===== config.mk =====
export PLATFORM = sky130hd
export DESIGN_NAME = bsg_chip_reset_sequencer
export DESIGN_NICKNAME = d
export VERILOG_FILES = /design/src/rtl/bsg_chip_reset_sequencer.sv
export SDC_FILE = /design/constraint.sdc
export NUM_CORES = 1
export LEC_CHECK = 0
export BUFFER_PORTS_ARGS = -buffer_cell sky130_fd_sc_hd__buf_2
export CORE_MARGIN = 2
export CORE_UTILIZATION = 43
export DETAILED_ROUTE_END_ITERATION = 10
export PLACE_DENSITY = 0.69
export SYNTH_ARGS = -nofsm -noshare
export SYNTH_HDL_FRONTEND = slang
export SYNTH_SLANG_ARGS = --single-unit

===== constraint.sdc =====
create_clock -name clk_i -period 1.6 [get_ports clk_i]
set_input_delay 0.08 -clock clk_i [delete_from_list [all_inputs] [get_ports clk_i]]
set_output_delay 0.08 -clock clk_i [all_outputs]
set_load 0.02 [all_outputs]

===== src/rtl/bsg_chip_reset_sequencer.sv =====
// bsg_chip_reset_sequencer: holds router and core resets for a minimum time, then releases router before core.
// Optional feature: define BSG_RESET_SEQ_DID_LOCK_EN to freeze the destination ID while the core is running.
module bsg_chip_reset_sequencer #(
    parameter int did_width_p      = 8,
    parameter int hold_cycles_p    = 16,
    parameter int stagger_cycles_p = 8
) (
    input  logic                   clk_i,
    input  logic                   reset_n_i,
    input  logic                   tag_new_i,
    input  logic                   tag_reset_i,
    input  logic [did_width_p-1:0] tag_did_i,
    output logic                   router_reset_o,
    output logic                   core_reset_o,
    output logic [did_width_p-1:0] did_o,
    output logic                   ready_o
);

    localparam int max_cycles_lp = (hold_cycles_p > stagger_cycles_p) ? hold_cycles_p : stagger_cycles_p;
    localparam int cnt_width_lp  = $clog2(max_cycles_lp + 1);
    localparam logic [cnt_width_lp-1:0] hold_last_lp    = cnt_width_lp'(hold_cycles_p - 1);
    localparam logic [cnt_width_lp-1:0] stagger_last_lp = cnt_width_lp'(stagger_cycles_p - 1);

    typedef enum logic [1:0] {HOLD, STAGGER, RUN} state_e;

    state_e                  state, state_n;
    logic [cnt_width_lp-1:0] cnt, cnt_n;
    logic                    req_r, req_n, did_load;
    logic [did_width_p-1:0]  did_r;

    // A strobe acts in the cycle it arrives; otherwise the last request persists.
    assign req_n = tag_new_i ? tag_reset_i : req_r;

`ifdef BSG_RESET_SEQ_DID_LOCK_EN
    // Once the core runs, the ID only changes together with a reset request.
    assign did_load = tag_new_i && (state != RUN || tag_reset_i);
`else
    assign did_load = tag_new_i;
`endif

    // State, counter, latched request and destination ID registers.
    always_ff @(posedge clk_i or negedge reset_n_i) begin
        if (!reset_n_i) begin
            state <= HOLD;
            cnt   <= '0;
            req_r <= 1'b1;
            did_r <= '0;
        end else begin
            state <= state_n;
            cnt   <= cnt_n;
            req_r <= req_n;
            if (did_load) did_r <= tag_did_i;
        end
    end

    // Next state: re-assertion always wins and restarts a full hold.
    always_comb begin
        state_n = state;
        cnt_n   = cnt;
        case (state)
            HOLD: begin
                if (cnt == hold_last_lp && !req_n) begin
                    state_n = STAGGER;
                    cnt_n   = '0;
                end else if (cnt != hold_last_lp) begin
                    cnt_n = cnt + 1'b1;
                end
            end
            STAGGER: begin
                if (req_n) begin
                    state_n = HOLD;
                    cnt_n   = '0;
                end else if (cnt == stagger_last_lp) begin
                    state_n = RUN;
                end else begin
                    cnt_n = cnt + 1'b1;
                end
            end
            RUN: begin
                if (req_n) begin
                    state_n = HOLD;
                    cnt_n   = '0;
                end
            end
            default: begin
                state_n = HOLD;
                cnt_n   = '0;
            end
        endcase
    end

    assign router_reset_o = (state == HOLD);
    assign core_reset_o   = (state != RUN);
    assign ready_o        = (state == RUN);
    assign did_o          = did_r;

endmodule


==> metrics.csv, run 1 <==
stage;metric;value;unit
clock_tree;cts.sinks;16;
floorplanning;die_h;47.3;um
worst_setup_path;worst_path_max_delay_cell;dfrtp_1;
floorplanning;fp-row-count;15;
global_route;grt_max_degree;17;
outcome;violations;setup timing;
synth;yosys_warnings;0;
synth;yosysTopAreaCellShare;0.465;
global_route;grt_pass1_vias;564;
floorplanning;start_util;0.462;
route;vias;631;
job;cap_violations;0;
sta;rsz0062_at_grt;true;
final_layout;layout.nets;121;
route;wirelength;1.62;mm
clock_tree;clk_pin_slew;0.10;ns
synth;synth_area_leaders;dfrtp_1 (47%), mux2_2 (11%), dfstp_2 (3.3%);
worst_setup_path;rr_endpoint;cnt[4];
worst_hold_path;min-delay-start;tag_did_i[6];
sta;setup_slack;-0.0218;ns
worst_setup_path;critPathMaxFanout;6;
final_layout;nFillCells;135;
floorplanning;dieArea;2240;um^2
worst_setup_path;start_kind;flip-flop;
worst_setup_path;end_kind;flip-flop;
sta;slew_headroom;0.765;
place;gp_congestion;0.886;
synth;syn_nets;79;
final_layout;fin_util;0.659;
power;leakagePower;0.542;nW
clock_tree;clk_root_buffer_cell;clkbuf_4;
worst_setup_path;cp_slowest_stage_delay;0.37;ns
final_layout;drive_above_1_share;0.623;
clock_tree;cts_max_level;1;
worst_setup_path;r2r_setup_slack;-0.02;ns
final_layout;diodes;0;
synth;syn_avg_cell_area;12.4;um^2
global_route;grt_pass1_wl;2.38;mm
outcome;status;finished, violations left;
final_layout;layout.cells.most_common;buf_2;
sta;finalCritPeriodShare;1.01;
synth;synth_cell_types;28;
route;drt_iter0_drc;4;
worst_setup_path;crit_required;1.79;ns
worst_setup_path;reg2reg_depth;9;
sta;setup-violations-final;2;
route;ant_nets;0;
sta;max_freq;617;MHz
final_layout;stdcell_area;1150;um^2
route;drt-pass1-iter-count;2;
worst_hold_path;min_path_type;in -> reg;
sta;fin_crit;1.62;ns
final_layout;area_growth;42.5;%
place;io_buffer_count;22;
global_route;grt_overflow_total;0;
route;drt-vias-per-instance;4.82;
power;p_per_area;1260;nW/um^2
sta;slew_viol_final;0;
place;dp_hpwl;1.18;mm
clock_tree;cts_buffer_depth;2;
synth;synth-seq-cells;16;
worst_setup_path;r2r_start;cnt[1];
sta;skew;0.00503;ns
worst_setup_path;arrival;1.81;ns
route;wire_per_inst;12.4;um
synth;synth_seq_area_share;0.498;
final_layout;final_cell_mix;buf_2 (22), dfrtp_1 (15), buf_4 (14);
route;remaining_drc_errors;0;
synth;synth_top_area_cell;dfrtp_1;
final_layout;final_cells;131;
clock_tree;cts_buffers;3;
worst_setup_path;path_class;reg -> reg;
floorplanning;die_w;47.3;um
place;dpl_cell_area;1060;um^2
floorplanning;core;1750;um^2
clock_tree;cts_tree;built;
sta;worst_pin_slew;0.345;ns
global_route;grt_usage;0.159;
final_layout;multi_input_area;413;um^2
floorplanning;ios;23;
synth;syn_area;807;um^2
synth;synthCells;65;
worst_hold_path;worstHoldPathCells;2;
place;placed_cells;125;
clock_tree;clk_latency;0.30;ns
final_layout;seq_area;402;um^2
global_route;antenna_found_initial;0;
power;ir_drop;0.856;mV
sta;finalHoldViolCount;0;
worst_setup_path;path_cells;ha_2 > nand2_2 > nor2_2 > ha_4 > nor4b_4 > a211oi_4 > buf_6 > nand3b_1 > o21ai_1;
worst_hold_path;min_to;did_o[6];
## synthesized netlist by cell type (all sizes together)
library cell	n
dfrtp	15
mux2	8
inv	6
nor2	6
o21ai	4
nand3	3
a21boi	2
a21oi	2
ha	2
mux2i	2
nand2	2
nor4	2
a211oi	1
a31oi	1
buf	1
clkinv	1
dfstp	1
nand2b	1
nand3b	1
nor4b	1
o2111ai	1
or2	1
or2b	1
## power by group
part	switching, mW	leakage (nW)	internal (mW)	total (mW)
Combinational	0.312	0.329	0.305	0.616
Clock	0.140	0.0210	0.139	0.279
Sequential	0.0578	0.192	0.500	0.557
Total	0.510	0.542	0.943	1.45
## cell families (layout without fill, tap and decap cells)
group	count (synthesis)	count (layout)	synth area share
and+or+nand+nor	18	18	0.154
DFF	16	16	0.498
AOI/OAI and AO/OA	11	11	0.113
muxes	10	10	0.152
buffers and inverters	8	49	0.0527
adders and majority gates	2	2	0.0310
## layout make-up
cell class              count  share of cell area
clock buffers               4              0.0316
repair buffers             38               0.206
well taps                  25              0.0272
flip-flops and latches     16               0.349
multi-input cells          41               0.359
inverters                   7              0.0272
## registers in the layout, summed over array words and instances (netlist names)
signal	count
req_r	1
state	2
cnt	5
did_o	8
## per-layer routing
metal | track usage | share of wire | wire [um] | vias up
met2 | 0.246 | 0.51 | 823 | 19
met1 | 0.200 | 0.42 | 680 | 300
met5 | 0 | 0 | 0 | -
met4 | 0.100 | 0.024 | 39 | 0
li1 | - | - | - | 307
met3 | 0.0346 | 0.049 | 80 | 5
## how the worst max path moves through the flow
stage	startpoint	to	slack, ns	cells past startpoint
final	cnt[1]	cnt[4]	-0.02	9
after CTS	cnt[0]	cnt[0]	-0.03	8
after global routing	cnt[0]	cnt[0]	-0.14	9
after floorplan	cnt[0]	cnt[3]	-0.11	8
after detailed placement	cnt[1]	cnt[0]	-0.08	9
after global placement	cnt[1]	cnt[0]	-0.02	9
## repair_timing
action / 4_1_cts / 5_1_grt
gates resized for setup: 4 / 5
pin swaps: 4 / 0
hold buffers: 1 / 0
endpoints found under the setup margin: 4 / 5
hold endpoints to repair: 16 / 0
setup buffers: 0 / 1
## through the flow
step | setup slack (ns) | TNS (ns) | power [mW] | hold slack [ns]
floorplan | -0.112 | -0.114 | 0.906 | -0.216
global placement | -0.0220 | -0.0495 | 1.12 | 0.00983
detailed placement | -0.0845 | -0.255 | 1.13 | 0.00741
CTS | -0.0331 | -0.112 | 1.41 | 0.0101
global route | -0.139 | -0.544 | 1.55 | 0.00648
finish | -0.0218 | -0.0246 | 1.45 | 0.00113
## critical path: cells and delay by family (launching register included)
kind,cells,cell delay (ns)
adders and majority gates,2,0.35
DFF,1,0.37
buffers and inverters,1,0.15
and+or+nand+nor,4,0.50
AOI/OAI and AO/OA,2,0.14
Note: power is estimated with default switching activity, not from simulation.
==> inputs of run 2 (changes only) <==
--- a/config.mk
+++ b/config.mk
@@ -9,7 +9,7 @@
 export CORE_MARGIN = 2
 export CORE_UTILIZATION = 43
 export DETAILED_ROUTE_END_ITERATION = 10
-export PLACE_DENSITY = 0.69
+export PLACE_DENSITY = 0.66
 export SYNTH_ARGS = -nofsm -noshare
 export SYNTH_HDL_FRONTEND = slang
 export SYNTH_SLANG_ARGS = --single-unit
==> constraint.sdc (replaced) <==
create_clock -name clk_i -period 1.93 [get_ports clk_i]
set_input_delay 0.0965 -clock clk_i [delete_from_list [all_inputs] [get_ports clk_i]]
set_output_delay 0.0965 -clock clk_i [all_outputs]
set_load 0.02 [all_outputs]
==> metrics.csv, run 2 (synthesized netlist as in run 1, its figures left out) <==
stage;metric;value;unit;change
outcome;status;complete, no violations;;was finished, violations left
clock_tree;cts.sinks;16;;unchanged
sta;setup-violations-final;0;;was 2
sta;worst_pin_slew;0.364;ns;was 0.345 ns
clock_tree;clk_pin_slew;0.09;ns;was 0.10 ns
global_route;grt_usage;0.157;;was 0.159
worst_setup_path;arrival;1.98;ns;was 1.81 ns
route;ant_nets;0;;unchanged
sta;max_freq;566;MHz;was 617 MHz
worst_setup_path;critPathMaxFanout;5;;was 6
power;ir_drop;0.623;mV;was 0.856 mV
sta;slew_viol_final;0;;unchanged
place;gp_congestion;0.815;;was 0.886
worst_setup_path;crit_required;2.14;ns;was 1.79 ns
sta;skew;0.00122;ns;was 0.00503 ns
clock_tree;clk_latency;0.28;ns;was 0.30 ns
place;dp_hpwl;1.06;mm;was 1.18 mm
final_layout;drive_above_1_share;0.495;;was 0.623
global_route;grt_pass1_wl;2.43;mm;was 2.38 mm
route;drt-vias-per-instance;4.95;;was 4.82
route;drt-pass1-iter-count;4;;was 2
global_route;grt_overflow_total;0;;unchanged
worst_hold_path;min_path_type;in -> reg;;unchanged
place;placed_cells;113;;was 125
floorplanning;fp-row-count;15;;unchanged
power;leakagePower;0.472;nW;was 0.542 nW
global_route;antenna_found_initial;0;;unchanged
final_layout;layout.nets;108;;was 121
sta;slew_headroom;0.757;;was 0.765
floorplanning;core;1750;um^2;unchanged
sta;finalCritPeriodShare;0.916;;was 1.01
final_layout;diodes;0;;unchanged
clock_tree;clk_root_buffer_cell;clkbuf_4;;unchanged
clock_tree;cts_buffers;3;;unchanged
final_layout;largest_reg_flops;8;;unchanged
floorplanning;start_util;0.462;;unchanged
worst_setup_path;start_kind;flip-flop;;unchanged
sta;setup_tns;0;ns;was -0.0246 ns
floorplanning;dieArea;2240;um^2;unchanged
worst_hold_path;worstHoldPathCells;2;;unchanged
final_layout;final_cell_mix;buf_2 (22), dfrtp_1 (15), mux2_2 (8);;was buf_2 (22), dfrtp_1 (15), buf_4 (14)
floorplanning;ios;23;;unchanged
final_layout;layout.cells.most_common;buf_2;;unchanged
floorplanning;die_w;47.3;um;unchanged
floorplanning;die_h;47.3;um;unchanged
route;wirelength;1.44;mm;was 1.62 mm
global_route;grt_pass1_vias;542;;was 564
final_layout;final_cells;118;;was 131
route;remaining_drc_errors;0;;unchanged
worst_setup_path;reg2reg_depth;8;;was 9
final_layout;area_growth;24.3;%;was 42.5%
sta;rsz0062_at_grt;false;;was true
clock_tree;cts_max_level;1;;unchanged
final_layout;nFillCells;153;;was 135
worst_setup_path;end_kind;flip-flop;;unchanged
sta;finalHoldViolCount;0;;unchanged
route;wire_per_inst;12.2;um;was 12.4 um
route;drt_iter0_drc;5;;was 4
sta;fin_crit;1.77;ns;was 1.62 ns
clock_tree;cts_tree;built;;unchanged
clock_tree;cts_buffer_depth;2;;unchanged
job;cap_violations;0;;unchanged
worst_setup_path;path_class;reg -> reg;;unchanged
place;io_buffer_count;22;;unchanged
power;p_per_area;1030;nW/um^2;was 1260 nW/um^2
clock_tree;post_cts_buffers;0;;unchanged
route;vias;584;;was 631
global_route;grt_max_degree;17;;unchanged
## run 2: cell types whose count changed in the layout (fill, tap and decap cells not counted), moves of 2 or more
cell     delta
buf_4      -12
ha_1        +2
nand2_1     +2
nand2_2     -2
o21ai_0     +3
o21ai_1     -3
## run 2: per-layer routing
| layer | GRT usage | share of wire | vias to the layer above |
|---|---|---|---|
| met4 | 0.0667 | 0.0076 | 0 |
| li1 | - | - | 286 |
| met2 | 0.278 | 0.52 | 13 |
| met5 | 0 | 0 | - |
| met1 | 0.188 | 0.46 | 283 |
| met3 | 0.0231 | 0.019 | 2 |
## run 2: power breakdown
part,internal [mW],switching (mW),total [mW]
Sequential,0.414,0.0716,0.486
Clock,0.0802,0.105,0.185
Combinational,0.167,0.191,0.358
## run 2: cell type report
class                   count  area [um^2]  share of cell area
clock buffers               4         26.3              0.0262
repair buffers             25          135               0.135
well taps                  25         31.3              0.0312
multi-input cells          41          378               0.377
flip-flops and latches     16          402               0.400
inverters                   7         31.3              0.0312
## run 2: final timing paths
check	slack (ns)	to	startpoint
max reg2reg	0.16	cnt[3]	cnt[0]
min reg2reg	0.51	did_o[4]	did_o[4]
min in group asynchronous	0.26	did_o[2]	reset_n_i
max in group asynchronous	1.37	req_r	reset_n_i
min	0.04	did_o[0]	tag_did_i[0]
max	0.16	cnt[3]	cnt[0]
## run 2: critical path, stage by stage, from the launching register on
cell	delay, ns
dfrtp_1	0.41
ha_1	0.21
nand2_1	0.09
nor2_1	0.05
ha_1	0.23
a31oi_2	0.23
a21boi_4	0.26
a21boi_1	0.09
o21ai_1	0.13
## run 2: what timing repair did
item / CTS / global route
setup endpoints to repair: 0 / 4
gates resized for setup: 0 / 2
hold buffers: 1 / 0
hold endpoints to repair: 15 / 0
## run 2: per-stage QoR
stage          setup slack (ns)   util  hold WS [ns]  total power, mW  area (um^2)
3_3_place_gp              0.223  0.546        0.0272            0.833          952
5_1_grt                  0.0152  0.575        0.0325             1.11         1000
2_1_floorplan             0.142      -        -0.199            0.731          807
3_5_place_dp              0.165  0.546        0.0325            0.842          952
6_report                  0.162  0.575        0.0419             1.03         1000
4_1_cts                   0.145  0.566        0.0328             1.03          988
==> inputs of run 3 (changes only) <==
--- a/config.mk
+++ b/config.mk
@@ -7,9 +7,9 @@
 export LEC_CHECK = 0
 export BUFFER_PORTS_ARGS = -buffer_cell sky130_fd_sc_hd__buf_2
 export CORE_MARGIN = 2
-export CORE_UTILIZATION = 43
+export CORE_UTILIZATION = 49
 export DETAILED_ROUTE_END_ITERATION = 10
-export PLACE_DENSITY = 0.66
+export PLACE_DENSITY = 0.74
 export SYNTH_ARGS = -nofsm -noshare
 export SYNTH_HDL_FRONTEND = slang
 export SYNTH_SLANG_ARGS = --single-unit
==> metrics.csv, run 3 (synthesized netlist as in run 1, its figures left out) <==
stage;metric;value;unit;change
outcome;status;complete, no violations;;unchanged
floorplanning;dieArea;1990;um^2;was 2240 um^2
clock_tree;cts_tree;built;;unchanged
route;ant_nets;0;;unchanged
final_layout;final_cell_mix;buf_2 (22), dfrtp_1 (15), mux2_2 (8);;unchanged
global_route;grt_max_degree;17;;unchanged
final_layout;diodes;0;;unchanged
clock_tree;post_cts_buffers;0;;unchanged
route;remaining_drc_errors;0;;unchanged
route;drt-pass1-iter-count;4;;unchanged
floorplanning;die_w;44.6;um;was 47.3 um
sta;finalHoldViolCount;0;;unchanged
place;gp_congestion;0.884;;was 0.815
worst_setup_path;arrival;1.98;ns;about the same
worst_setup_path;worst_path_max_delay_cell;dfrtp_1;;unchanged
route;wirelength;1.40;mm;was 1.44 mm
worst_setup_path;rr_endpoint;cnt[3];;unchanged
place;dp_hpwl;1.11;mm;was 1.06 mm
final_layout;largest_reg_flops;8;;unchanged
global_route;antenna_found_initial;0;;unchanged
worst_setup_path;crit_buf_inv;0;;unchanged
clock_tree;cts_buffers;3;;unchanged
clock_tree;clk_latency;0.28;ns;about the same
floorplanning;ios;23;;unchanged
worst_setup_path;crit_top_cell;ha_1;;unchanged
final_layout;drive_above_1_share;0.484;;was 0.495
place;pre_cts_slack;0.179;ns;was 0.165 ns
final_layout;nFillCells;130;;was 153
sta;fin_crit;1.77;ns;about the same
worst_hold_path;min_path_type;in -> reg;;unchanged
sta;setup_slack;0.159;ns;was 0.162 ns
worst_setup_path;r2r_setup_slack;0.16;ns;about the same
worst_setup_path;reg2reg_depth;8;;unchanged
worst_setup_path;path_cells;ha_1 > nand2_1 > nor2_1 > ha_1 > a31oi_1 > a21boi_4 > a21boi_1 > o21ai_1;;was ha_1 > nand2_1 > nor2_1 > ha_1 > a31oi_2 > a21boi_4 > a21boi_1 > o21ai_1
worst_setup_path;r2r_start;cnt[0];;unchanged
final_layout;layout.nets;108;;unchanged
worst_setup_path;critPathTopFamily;compound AO/OA/AOI/OAI gates;;unchanged
sta;skew;0.00527;ns;was 0.00122 ns
worst_hold_path;min_to;did_o[6];;was did_o[0]
worst_setup_path;path_class;reg -> reg;;unchanged
route;vias;569;;was 584
route;drt_iter0_drc;8;;was 5
sta;finalCritPeriodShare;0.917;;was 0.916
clock_tree;clk_root_buffer_cell;clkbuf_4;;unchanged
floorplanning;start_util;0.530;;was 0.462
floorplanning;die_h;44.6;um;was 47.3 um
power;p_per_area;1040;nW/um^2;was 1030 nW/um^2
worst_hold_path;min-delay-start;tag_did_i[6];;was tag_did_i[0]
power;leakagePower;0.470;nW;was 0.472 nW
final_layout;area_growth;21.1;%;was 24.3%
route;drt-vias-per-instance;5.22;;was 4.95
floorplanning;core;1520;um^2;was 1750 um^2
floorplanning;fp-row-count;14;;was 15
global_route;grt_pass1_vias;573;;was 542
worst_hold_path;worstHoldPathCells;2;;unchanged
sta;hold_ws;0.0371;ns;was 0.0419 ns
sta;slew_headroom;0.762;;was 0.757
global_route;grt_overflow_total;0;;unchanged
worst_setup_path;start_kind;flip-flop;;unchanged
clock_tree;cts_buffer_depth;2;;unchanged
sta;max_freq;565;MHz;was 566 MHz
worst_setup_path;cp_slowest_stage_delay;0.41;ns;about the same
sta;worst_pin_slew;0.354;ns;was 0.364 ns
final_layout;layout.cells.most_common;buf_2;;unchanged
clock_tree;clk_pin_slew;0.09;ns;about the same
sta;slew_viol_final;0;;unchanged
worst_setup_path;crit_required;2.14;ns;about the same
place;io_buffer_count;22;;unchanged
clock_tree;cts.sinks;16;;unchanged
worst_setup_path;end_kind;flip-flop;;unchanged
route;wire_per_inst;12.9;um;was 12.2 um
global_route;grt_usage;0.176;;was 0.157
clock_tree;cts_max_level;1;;unchanged
worst_setup_path;critPathMaxFanout;5;;unchanged
clock_tree;cts-resized-gates;0;;unchanged
job;cap_violations;0;;unchanged
sta;setup_tns;0;ns;unchanged
sta;rsz0062_at_grt;false;;unchanged
sta;setup-violations-final;0;;unchanged
global_route;grt_pass1_wl;2.48;mm;was 2.43 mm
power;ir_drop;0.687;mV;was 0.623 mV
-- run 3: cell types whose count changed in the layout (fill, tap and decap cells not counted) --
cell	previous run	this run
a31oi_1	0	1
a31oi_2	1	0
nor4b_2	0	1
nor4b_4	1	0
-- run 3: repair_timing --
| item | in CTS | in global routing |
|---|---|---|
| endpoints found under the setup margin | 0 | 0 |
| hold endpoints to repair | 16 | 0 |
| hold buffers | 1 | 0 |
-- run 3: worst max-delay path by stage --
stage	from	end	slack (ns)	depth (start not counted)
after global placement	cnt[0]	cnt[0]	0.23	9
after global routing	cnt[0]	cnt[4]	0.0007	9
after CTS	cnt[0]	cnt[2]	0.16	8
after detailed placement	cnt[0]	cnt[0]	0.18	9
after floorplan	cnt[0]	cnt[3]	0.14	8
final	cnt[0]	cnt[3]	0.16	8
-- run 3: cell type report --
cell class | count | area [um^2] | share of cell area
flip-flops and latches | 16 | 402 | 0.411
multi-input cells | 41 | 363 | 0.371
repair buffers | 25 | 135 | 0.138
inverters | 7 | 31.3 | 0.0320
clock buffers | 4 | 26.3 | 0.0269
well taps | 16 | 20.0 | 0.0205
-- run 3: stage by stage --
stage	instance area, um^2	std cells	util	power [mW]
floorplan	807	65	-	0.731
global placement	941	104	0.617	0.831
detailed placement	941	104	0.617	0.843
CTS	977	109	0.641	1.03
global route	977	109	0.641	1.10
finish	977	109	0.641	1.02
-- run 3: where the power goes --
group	internal (mW)	switching [mW]	total (mW)	leakage, nW
Combinational	0.163	0.191	0.354	0.264
Sequential	0.415	0.0691	0.484	0.192
Clock	0.0803	0.0995	0.180	0.0150
-- run 3: routing by layer --
layer | routed length [um] | share of wire | global-route usage | vias to the layer above
met5 | 0 | 0 | 0 | -
met4 | 29 | 0.021 | 0.0909 | 0
met3 | 109 | 0.078 | 0.0490 | 4
met2 | 675 | 0.48 | 0.293 | 20
met1 | 588 | 0.42 | 0.206 | 262
li1 | - | - | - | 283
